File: config.mk
export PLATFORM = sky130hd
export DESIGN_NAME = button_debounce
export DESIGN_NICKNAME = d
export VERILOG_FILES = /design/src/rtl/bopit_pkg.sv /design/src/rtl/debounce_cell.sv /design/src/rtl/button_debounce.sv
export SDC_FILE = /design/constraint.sdc
export NUM_CORES = 1
export LEC_CHECK = 0
export BUFFER_PORTS_ARGS = -buffer_cell sky130_fd_sc_hd__buf_2
export CAP_MARGIN = 25
export CORE_MARGIN = 2
export CORE_UTILIZATION = 50
export DETAILED_ROUTE_END_ITERATION = 10
export PLACE_DENSITY_LB_ADDON = 0.25
export SETUP_SLACK_MARGIN = 0.15
export SKIP_CTS_REPAIR_TIMING = 1
export SLEW_MARGIN = 20
export SYNTH_ARGS = -nofsm -noshare
export SYNTH_HDL_FRONTEND = slang
export SYNTH_HIERARCHICAL = 1
export SYNTH_SLANG_ARGS = --single-unit
File: constraint.sdc
create_clock -name clk -period 2.9 [get_ports clk]
set_clock_uncertainty 0.15 [all_clocks]
set_input_delay 0 -clock clk [delete_from_list [all_inputs] [get_ports clk]]
set_output_delay 0 -clock clk [all_outputs]
set_load 0.05 [all_outputs]
File: src/rtl/bopit_pkg.sv
// Shared constants for the bop-it input path. The tick divider, the
// debouncer and the game FSM all take their defaults from here so the
// debounce window and button count stay consistent across the design.
package bopit_pkg;

  // Consecutive disagreeing 500 Hz samples needed to accept a new level (8 ms).
  localparam int DEBOUNCE_TICKS_DEFAULT = 4;

  // Number of physical pushbuttons on the board.
  localparam int N_BTN_DEFAULT = 4;

endpackage

File: src/rtl/debounce_cell.sv
// One-button debouncer: 2-flop synchroniser, stable-sample counter, debounced
// level and one-cycle press/release pulse registers. The counter advances
// only on sample ticks and restarts whenever a sample agrees with the level.
module debounce_cell import bopit_pkg::*; #(
  parameter int STABLE_TICKS = DEBOUNCE_TICKS_DEFAULT
) (
  input  logic clk,
  input  logic rst_n,
  input  logic tick,
  input  logic btn_raw,
  output logic btn_level,
  output logic btn_press,
  output logic btn_release,
  output logic press_next
);

  localparam int                CNT_W   = $clog2(STABLE_TICKS + 1);
  localparam logic [CNT_W-1:0]  CNT_MAX = CNT_W'(STABLE_TICKS - 1);

  logic             sync1_q, sync2_q;
  logic             level_q, level_d;
  logic [CNT_W-1:0] cnt_q, cnt_d;
  logic             press_q, press_d;
  logic             release_q, release_d;

  // Two-stage synchroniser for the asynchronous button input, runs every clk.
  // NOTE: sequential state uses non-blocking assignments so every flop
  // samples the pre-edge value of its neighbours; blocking here would
  // collapse the two synchroniser stages into one.
  always_ff @(posedge clk) begin
    if (!rst_n) begin
      sync1_q <= 1'b0;
      sync2_q <= 1'b0;
    end else begin
      sync1_q <= btn_raw;
      sync2_q <= sync1_q;
    end
  end

  // Next-state: count disagreeing samples, flip the level on the last one.
  // NOTE: every output gets a default before any branch, otherwise paths
  // that skip an assignment would infer a latch.
  always_comb begin
    level_d   = level_q;
    cnt_d     = cnt_q;
    press_d   = 1'b0;
    release_d = 1'b0;
    if (tick) begin
      if (sync2_q == level_q) begin
        cnt_d = '0;
      end else if (cnt_q == CNT_MAX) begin
        level_d   = sync2_q;
        cnt_d     = '0;
        press_d   = sync2_q;
        release_d = ~sync2_q;
      end else begin
        cnt_d = cnt_q + 1'b1;
      end
    end
  end

  // Level, counter and pulse registers.
  always_ff @(posedge clk) begin
    if (!rst_n) begin
      level_q   <= 1'b0;
      cnt_q     <= '0;
      press_q   <= 1'b0;
      release_q <= 1'b0;
    end else begin
      level_q   <= level_d;
      cnt_q     <= cnt_d;
      press_q   <= press_d;
      release_q <= release_d;
    end
  end

  assign btn_level   = level_q;
  assign btn_press   = press_q;
  assign btn_release = release_q;
  // Exposed so the parent can register any_press on the same edge as the pulse.
  assign press_next  = press_d;

endmodule

File: src/rtl/button_debounce.sv
// Multi-button debouncer and edge detector. Instantiates one debounce_cell
// per button and registers the OR of the press pulses alongside them.
module button_debounce import bopit_pkg::*; #(
  parameter int N_BTN        = N_BTN_DEFAULT,
  parameter int STABLE_TICKS = DEBOUNCE_TICKS_DEFAULT
) (
  input  logic             clk,
  input  logic             rst_n,
  input  logic             tick,
  input  logic [N_BTN-1:0] btn_raw,
  output logic [N_BTN-1:0] btn_level,
  output logic [N_BTN-1:0] btn_press,
  output logic [N_BTN-1:0] btn_release,
  output logic             any_press
);

  logic [N_BTN-1:0] press_next;
  logic             any_press_q;

  for (genvar i = 0; i < N_BTN; i++) begin : g_cell
    debounce_cell #(
      .STABLE_TICKS (STABLE_TICKS)
    ) u_cell (
      .clk         (clk),
      .rst_n       (rst_n),
      .tick        (tick),
      .btn_raw     (btn_raw[i]),
      .btn_level   (btn_level[i]),
      .btn_press   (btn_press[i]),
      .btn_release (btn_release[i]),
      .press_next  (press_next[i])
    );
  end

  // any_press is built from the cells' next-state pulses so it lands on the
  // same edge as btn_press rather than one cycle later.
  always_ff @(posedge clk) begin
    if (!rst_n) any_press_q <= 1'b0;
    else        any_press_q <= |press_next;
  end

  assign any_press = any_press_q;

endmodule

; ---- Word level (Yosys, flattened, before mapping)
; Cells that the tools add are included.
[word_totals]
output_inout_bits = 13
inputBits = 7
elab_cells = 80
reg_bits = 33
[classes]
add_sub_neg = 4
eq_ne = 8
bitwise = 14
reduce_logical = 9
n_mux = 20
[op_table]
columns = cell, count
row1 = $mux 3, 8
row2 = $reduce_or 4->1, 5
row3 = $not 1->1, 14
row4 = $add 3x1->3 const B, 4
row5 = $eq 3x2->1 const B, 4
row6 = $mux 1, 12
row7 = $reduce_and 3->1, 4
row8 = $eq 1x1->1, 4

; ---- Longest topological paths before layout
; Gate-level depths: netlist of run 1.
[logic_depth]
word_depth = 5
ltp_mapped = 4
mapped_depth_nobuf = 4

; ---- By module
; The synthesis of run 1 kept the hierarchy.
[by_module_without_submodules]
columns = module, instances, area_each_um2, seq_area_each_um2, cells_each
row1 = debounce_cell, 4, 311.5, 160.2, 29
row2 = button_debounce, 1, 31.3, 20.0, 2

; ---- Worst setup path after synthesis of run 1
; OpenSTA, ideal clock, no wires.
[synth_timing]
kind = reg-to-reg
from = register g_cell[1].u_cell.level_q
to = register any_press_q (netlist: any_press)
setup_ns = 0.125
path_buffers = 0
stages_incl_launch_ff = 3
path_slack_ns = 1.436
required_ns = 2.625
period_less_slack_ns = 1.464
t_arrival_ns = 1.189
path_cell_list = dfxtp_1 nor3b_2 o41a_1
[synth_via]
elab_chain_cells = 4
[synth_rtl]
columns = item, line
row1 = "start, declared", debounce_cell.sv:21  ; logic level_q, level_d;
row2 = "start signal, assigned", debounce_cell.sv:70  ; level_q <= level_d;
row3 = $eq 1x1->1, debounce_cell.sv:49  ; if (sync2_q == level_q) begin
row4 = $mux 1, debounce_cell.sv:49
row5 = $mux 1, debounce_cell.sv:48  ; if (tick) begin
row6 = via press_next[1], button_debounce.sv:17  ; logic [N_BTN-1:0] press_next;
row7 = $reduce_or 4->1, button_debounce.sv:39  ; else any_press_q <= |press_next;
row8 = "end signal, assigned", button_debounce.sv:39
row9 = "end, declared", button_debounce.sv:18  ; logic any_press_q;
; The timed path passes the listed nets, and every way through them passes these cells.
; A chain may end at the register's enable or synchronous reset.

; ---- Final worst setup path of run 1
[layout_timing]
from = register g_cell[1].u_cell.cnt_q[0]
to = register any_press_q (netlist: any_press)
[layout_via]
elab_chain_cells = 5
[layout_rtl]
columns = item, line
row1 = "start, declared", debounce_cell.sv:22  ; logic [CNT_W-1:0] cnt_q, cnt_d;
row2 = "start signal, assigned", debounce_cell.sv:71  ; cnt_q <= cnt_d;
row3 = $eq 3x2->1, debounce_cell.sv:51  ; end else if (cnt_q == CNT_MAX) begin
row4 = $mux 1, debounce_cell.sv:51
row5 = $mux 1, debounce_cell.sv:49
row6 = $mux 1, debounce_cell.sv:48
row7 = via press_next[1], button_debounce.sv:17
row8 = $reduce_or 4->1, button_debounce.sv:39
; The timed path passes the listed nets, and every way through them passes these cells.

==> impl_metrics.sql, run 1 <==
INSERT INTO impl_metrics (metric_group, metric, value, unit) VALUES
('status', 'outcome', 'finished, final reports clean', ''),
('logic_synthesis', 'synth_seq_cells', '33', ''),
('clock_tree', 'clk_path_buf_depth', '2', ''),
('sta', 'slew_hr', '70.6', '%'),
('logic_synthesis', 'synthesis.yosys.warnings', '6', ''),
('route', 'drc_errors', '0', ''),
('sta', 'setup_viol', '0', ''),
('grt', 'grt_pass1_wl', '3.33', 'mm'),
('clock_tree', 'htree_num_levels', '2', ''),
('route', 'route.antenna.remaining_nets', '0', ''),
('power_and_ir_drop', 'irDropWorstVdd', '423', 'uV'),
('logic_synthesis', 'yosysSeqAreaShare', '51.7', '%'),
('grt', 'antenna_found_initial', '0', ''),
('place', 'placed_cell_area', '1410', 'sq um'),
('grt', 'first_global_vias', '794', ''),
('floorplan', 'die_height', '54.5', 'microns'),
('grt', 'grt.overflow.total', '0', ''),
('worst_setup_path', 'critPathCaptureType', 'register', ''),
('worst_setup_path', 'cp_max_fo', '3', ''),
('logic_synthesis', 'synth_area_per_cell', '10.8', 'sq um'),
('finish', 'syn_to_final_growth', '19.8', '%'),
('finish', 'final_cell_mix', 'sky130_fd_sc_hd__dfxtp_1, sky130_fd_sc_hd__buf_2, sky130_fd_sc_hd__and2_1, sky130_fd_sc_hd__nor2b_1, sky130_fd_sc_hd__nand2_1', ''),
('logic_synthesis', 'syn-instance-count', '118', ''),
('clock_tree', 'clock_insertion_delay_worst_skew', '0.33', 'ns'),
('sta', 'min_setup_slack_post_route', '1.43', 'ns'),
('worst_hold_path', 'min-delay-path-class', 'in -> reg', ''),
('floorplan', 'row_count', '18', ''),
('grt', 'track_usage', '16.3', '%'),
('worst_setup_path', 'start_kind', 'register', ''),
('clock_tree', 'cts-buffers-inserted', '5', ''),
('clock_tree', 'tritoncts_num_sinks', '33', ''),
('sta', 'maxSlewViolCount', '0', ''),
('finish', 'post_layout_nonfiller_instances', '180', ''),
('floorplan', 'die_area', '2980', 'sq um'),
('clock_tree', 'clock-root-buffer', 'sky130_fd_sc_hd__clkbuf_4', ''),
('flow_run', 'max_cap_violations', '0', ''),
('sta', 'fin_crit_sh', '50.8', '%'),
('sta', 'fmaxAchievable', '0.679', 'GHz'),
('worst_setup_path', 'worstPathArrival', '1.55', 'ns'),
('clock_tree', 'cts_tree', 'built', ''),
('floorplan', 'io_pins', '20', ''),
('power_and_ir_drop', 'cellLeakagePower', '0.655', 'nW'),
('sta', 'final_period_minus_worst_setup_slack', '1.47', 'ns'),
('sta', 'setup_tns', '0', 'ns'),
('worst_setup_path', 'cp_cell_sequence', 'ha_1 > nand3b_1 > nor3b_2 > o41a_1', ''),
('finish', 'insertedDiodeCount', '0', ''),
('route', 'drt-vias-per-instance', '4.93', ''),
('finish', 'post_route_cells_drive_above_1_share', '23.3', '%'),
('route', 'detailedRoute.firstIterationViolations', '6', ''),
('place', 'io_buffers', '19', ''),
('grt', 'maximum_number_of_pins_on_one_net_before_global_route_repair', '34', ''),
('place', 'finalWeightedCongestion', '0.684', ''),
('logic_synthesis', 'synth_cell_type_count', '17', ''),
('route', 'firstDrtPassIters', '4', ''),
('floorplan', 'core', '2450', 'sq um'),
('worst_setup_path', 'worst-endpoint-required', '2.98', 'ns'),
('finish', 'finalNetCount', '160', ''),
('floorplan', 'start_util', '52.0', '%'),
('finish', 'final_design_area_no_fill', '1530', 'sq um'),
('place', 'dp_hpwl', '1.31', 'mm'),
('sta', 'post_route_hold_slack', '0.0143', 'ns'),
('route', 'totalWireLength', '1.94', 'mm'),
('logic_synthesis', 'synthesis.nets', '129', ''),
('sta', 'hold_violations', '0', ''),
('sta', 'rsz0062_at_grt', 'no', ''),
('route', 'num_vias', '887', ''),
('clock_tree', 'clk_transition_reported_paths', '0.10', 'ns'),
('worst_setup_path', 'critical-path-slowest-cell', 'sky130_fd_sc_hd__o41a_1', ''),
('power_and_ir_drop', 'powerDensity', '514', 'nW/um^2'),
('logic_synthesis', 'mappedNetlistArea', '1280', 'sq um'),
('worst_setup_path', 'path_class', 'reg -> reg', ''),
('place', 'dp_cells', '167', ''),
('finish', 'layout_commonest_cell', 'sky130_fd_sc_hd__dfxtp_1', ''),
('worst_setup_path', 'slowest_delay', '0.41', 'ns'),
('place', 'preCtsSetupSlack', '1.45', 'ns'),
('sta', 'worstMarginPinSlew', '0.441', 'ns'),
('finish', 'fillers', '226', ''),
('route', 'detail_route.wl_per_cell', '10.8', 'microns'),
('floorplan', 'chipWidth', '54.5', 'microns');
Yosys cell counts:
library cell | n | share of area (%)
sky130_fd_sc_hd__inv_1 | 4 | 1.2
sky130_fd_sc_hd__nor3_1 | 4 | 1.6
sky130_fd_sc_hd__and2_1 | 16 | 7.8
sky130_fd_sc_hd__o21a_1 | 4 | 2.4
sky130_fd_sc_hd__nor4b_2 | 4 | 4.7
sky130_fd_sc_hd__and3_1 | 4 | 2.0
sky130_fd_sc_hd__xnor2_1 | 4 | 2.7
sky130_fd_sc_hd__mux2i_1 | 4 | 3.1
sky130_fd_sc_hd__ha_1 | 4 | 3.9
sky130_fd_sc_hd__dfxtp_1 | 33 | 52
sky130_fd_sc_hd__nor3b_2 | 4 | 3.9
sky130_fd_sc_hd__o21ai_0 | 4 | 1.6
sky130_fd_sc_hd__nand3b_1 | 4 | 2.4
sky130_fd_sc_hd__o41a_1 | 1 | 0.88
sky130_fd_sc_hd__nor2b_1 | 12 | 5.9
sky130_fd_sc_hd__nand2_1 | 8 | 2.4
sky130_fd_sc_hd__o22ai_1 | 4 | 2.0
where the power goes:
group	leakage, nW	switching, mW	internal, mW	total (mW)
logic	0.346	0.0156	0.0177	0.0333
clock network	0.0413	0.149	0.140	0.289
registers	0.268	0.00426	0.459	0.464
sequential cells by signal, summed over array words and instances (netlist names):
register / flops
g_cell.u_cell/btn_press: 4
g_cell.u_cell/cnt_q: 12
g_cell.u_cell/sync1_q: 4
g_cell.u_cell/btn_level: 4
g_cell.u_cell/sync2_q: 4
g_cell.u_cell/btn_release: 4
any_press: 1
cell type report:
| class | count | area (sq um) | share of cell area, % |
|---|---|---|---|
| flip-flops and latches | 33 | 661 | 43.2 |
| multi-input cells | 81 | 602 | 39.3 |
| repair buffers | 24 | 145 | 9.48 |
| clock buffers | 7 | 65.1 | 4.25 |
| well taps | 30 | 37.5 | 2.45 |
| inverters | 4 | 15.0 | 0.981 |
| clock inverters | 1 | 5.00 | 0.327 |
per-stage QoR:
| stage | power [mW] | util (%) |
|---|---|---|
| 4_1_cts | 0.794 | 60.3 |
| 2_1_floorplan | 0.488 | - |
| 6_report | 0.786 | 62.3 |
| 5_1_grt | 0.822 | 62.3 |
| 3_5_place_dp | 0.503 | 57.4 |
| 3_3_place_gp | 0.502 | 57.4 |
cell families after synthesis:
kind of cell	Yosys count	share of synthesized area, %
DFF	33	51.7
xor gates and xnor gates	4	2.74
and+or+nand+nor	56	30.6
muxes	4	3.13
buffers and inverters	4	1.17
adders and majority gates	4	3.92
AOI/OAI and AO/OA	13	6.76
worst max-delay path, delay by kind of cell, from the launching register on:
kind / cells / cell delay (ns)
flops: 1 / 0.34
fa+ha+maj: 1 / 0.21
simple gates: 2 / 0.25
compound gates: 1 / 0.41
worst paths after layout:
path                              from                   endpoint  slack, ns  cells past startpoint
max          g_cell[1].u_cell/cnt_q[0]                  any_press       1.43                      4
min                               tick  g_cell[1].u_cell/cnt_q[2]       0.01                      3
max reg2reg  g_cell[1].u_cell/cnt_q[0]                  any_press       1.43                      4
min reg2reg   g_cell[1].u_cell/sync1_q   g_cell[1].u_cell/sync2_q       0.29                      1
routing by layer:
metal / wire length (microns) / vias up / track usage, %
met3: 121 / 6 / 8.20
met1: 890 / 391 / 18.9
met4: 46 / 0 / 7.50
met2: 878 / 21 / 25.1
met5: 0 / - / 0
li1: - / 469 / -
(Power assumes the default switching activity.)
==> run 2, diff against run 1 <==
==> constraint.sdc (replaced) <==
create_clock -name clk -period 1.5 [get_ports clk]
set_clock_uncertainty 0.15 [all_clocks]
set_input_delay 0 -clock clk [delete_from_list [all_inputs] [get_ports clk]]
set_output_delay 0 -clock clk [all_outputs]
set_load 0.05 [all_outputs]
==> run 2 against run 1 <==
Design area is 5.0% higher. Sequential share of layout area is 1.4 points lower. Global-route usage up 0.35 points. Highest routed layer unchanged. Flip-flop and latch count stayed put. First-iteration DRC count increased by 67%. Final cell count up 2.2%. Critical path depth unchanged. Combinational power grew 110%. Register-to-register slack got worse by 1.3 ns. Total power increased by 86%. Hold slack better by 0.24 ns.
==> impl_metrics.sql, run 2 (synthesis gave the netlist of run 1 again) <==
INSERT INTO impl_metrics (metric_group, metric, value, unit) VALUES
('worst_setup_path', 'reg2reg_depth', '4', ''),
('clock_tree', 'clk_path_buf_depth', '2', ''),
('finish', 'post_route_cells_drive_above_1_share', '32.5', '%'),
('floorplan', 'core', '2450', 'sq um'),
('route', 'num_vias', '918', ''),
('route', 'drt-vias-per-instance', '4.99', ''),
('clock_tree', 'clock-root-buffer', 'sky130_fd_sc_hd__clkbuf_4', ''),
('status', 'outcome', 'finished, final reports clean', ''),
('worst_setup_path', 'worstSetupStartpoint', 'g_cell[0].u_cell/cnt_q[0]', ''),
('route', 'route.antenna.remaining_nets', '0', ''),
('clock_tree', 'htree_num_levels', '2', ''),
('clock_tree', 'clock_insertion_delay_worst_skew', '0.33', 'ns'),
('grt', 'grt_pass1_wl', '3.32', 'mm'),
('floorplan', 'row_count', '18', ''),
('clock_tree', 'clk_transition_reported_paths', '0.09', 'ns'),
('sta', 'rsz0062_at_grt', 'yes', ''),
('route', 'totalWireLength', '2.13', 'mm'),
('grt', 'antenna_found_initial', '0', ''),
('worst_setup_path', 'worstReg2RegStart', 'g_cell[0].u_cell/cnt_q[0]', ''),
('grt', 'track_usage', '16.7', '%'),
('floorplan', 'die_area', '2980', 'sq um'),
('sta', 'worstMarginPinSlew', '0.443', 'ns'),
('finish', 'fillers', '199', ''),
('worst_setup_path', 'worst-endpoint-required', '1.58', 'ns'),
('worst_setup_path', 'cp_max_fo', '3', ''),
('floorplan', 'io_pins', '20', ''),
('finish', 'largest_register', 'g_cell.u_cell/cnt_q', ''),
('route', 'firstDrtPassIters', '4', ''),
('finish', 'insertedDiodeCount', '0', ''),
('worst_setup_path', 'path_class', 'reg -> reg', ''),
('clock_tree', 'tritoncts_num_sinks', '33', ''),
('finish', 'layout_commonest_cell', 'sky130_fd_sc_hd__dfxtp_1', ''),
('power_and_ir_drop', 'cellLeakagePower', '0.659', 'nW'),
('place', 'dp_hpwl', '1.38', 'mm'),
('finish', 'syn_to_final_growth', '25.8', '%'),
('worst_hold_path', 'worstHoldPathCells', '3', ''),
('clock_tree', 'cts_tree', 'built', ''),
('route', 'detail_route.wl_per_cell', '11.6', 'microns'),
('grt', 'maximum_number_of_pins_on_one_net_before_global_route_repair', '34', ''),
('sta', 'setup_tns', '0', 'ns'),
('sta', 'fmaxAchievable', '0.744', 'GHz'),
('grt', 'grt.overflow.total', '0', ''),
('place', 'finalWeightedCongestion', '0.735', ''),
('sta', 'slew_hr', '70.4', '%'),
('finish', 'finalNetCount', '165', ''),
('worst_setup_path', 'critPathCaptureType', 'register', ''),
('sta', 'setup_viol', '0', ''),
('floorplan', 'start_util', '52.0', '%'),
('finish', 'final_cell_mix', 'sky130_fd_sc_hd__dfxtp_1, sky130_fd_sc_hd__buf_2, sky130_fd_sc_hd__and2_1, sky130_fd_sc_hd__nor2b_1, sky130_fd_sc_hd__dfxtp_2', ''),
('finish', 'flip_flop_count_of_the_largest_register_all_copies_and_words_added', '12', ''),
('power_and_ir_drop', 'irDropWorstVdd', '542', 'uV'),
('route', 'detailedRoute.firstIterationViolations', '10', ''),
('grt', 'first_global_vias', '821', ''),
('sta', 'final_period_minus_worst_setup_slack', '1.34', 'ns'),
('floorplan', 'die_height', '54.5', 'microns'),
('flow_run', 'max_cap_violations', '0', ''),
('worst_hold_path', 'min-delay-path-class', 'in -> reg', ''),
('worst_setup_path', 'start_kind', 'register', ''),
('floorplan', 'chipWidth', '54.5', 'microns'),
('sta', 'hold_violations', '0', ''),
('power_and_ir_drop', 'powerDensity', '911', 'nW/um^2'),
('place', 'io_buffers', '19', ''),
('sta', 'post_route_hold_slack', '0.257', 'ns'),
('worst_setup_path', 'worstPathArrival', '1.42', 'ns'),
('sta', 'fin_crit_sh', '89.6', '%'),
('sta', 'maxSlewViolCount', '0', ''),
('route', 'drc_errors', '0', ''),
('worst_hold_path', 'min_from', 'btn_raw[3]', ''),
('clock_tree', 'cts-buffers-inserted', '5', '');
run 2: cell count changes in the layout (fill, tap and decap cells not counted), sizes merged:
cell and change:
buf +4, dlygate4sd3 +1, clkinv -1
run 2: worst max-delay path, stage by stage (launching register included):
cell and delay (ns):
sky130_fd_sc_hd__dfxtp_2 0.34, sky130_fd_sc_hd__ha_2 0.18, sky130_fd_sc_hd__nand3b_1 0.11, sky130_fd_sc_hd__nor3b_2 0.06
sky130_fd_sc_hd__o41a_1 0.39
run 2: metrics by stage:
stage | worst slack [ns] | std cells | area, sq um | util (%) | power, mW
after floorplan | 0.102 | 118 | 1280 | - | 0.943
after global placement | 0.128 | 170 | 1440 | 58.6 | 0.972
after detailed placement | 0.0997 | 170 | 1440 | 58.6 | 0.975
after CTS | 0.0897 | 177 | 1490 | 60.8 | 1.47
after global routing | 0.118 | 184 | 1610 | 65.4 | 1.52
final | 0.156 | 184 | 1610 | 65.4 | 1.46
run 2: layer usage:
layer / GRT usage [%] / share of wire [%] / vias to the layer above
met5: 0 / 0 / -
met4: 13.8 / 3.5 / 0
met3: 5.74 / 4.2 / 8
met2: 26.9 / 47 / 19
met1: 17.4 / 45 / 415
li1: - / - / 476
run 2: worst paths after layout:
kind / to / slack [ns]
max: any_press / 0.16
min: g_cell[3].u_cell/sync1_q / 0.26
max reg2reg: any_press / 0.16
min reg2reg: g_cell[0].u_cell/sync2_q / 0.29
run 2: layout make-up:
| type | count | area (sq um) | area share, % |
|---|---|---|---|
| inverter | 4 | 15.0 | 0.935 |
| tap | 30 | 37.5 | 2.34 |
| sequential | 33 | 672 | 41.8 |
| timing repair buffer | 29 | 185 | 11.5 |
| multi-input combinational | 81 | 642 | 40.0 |
| clock buffer | 7 | 55.1 | 3.43 |
run 2: where the power goes:
group          total (mW)  internal, mW  switching (mW)
clock               0.495         0.221           0.274
combinational      0.0701        0.0383          0.0318
sequential          0.898         0.889         0.00925
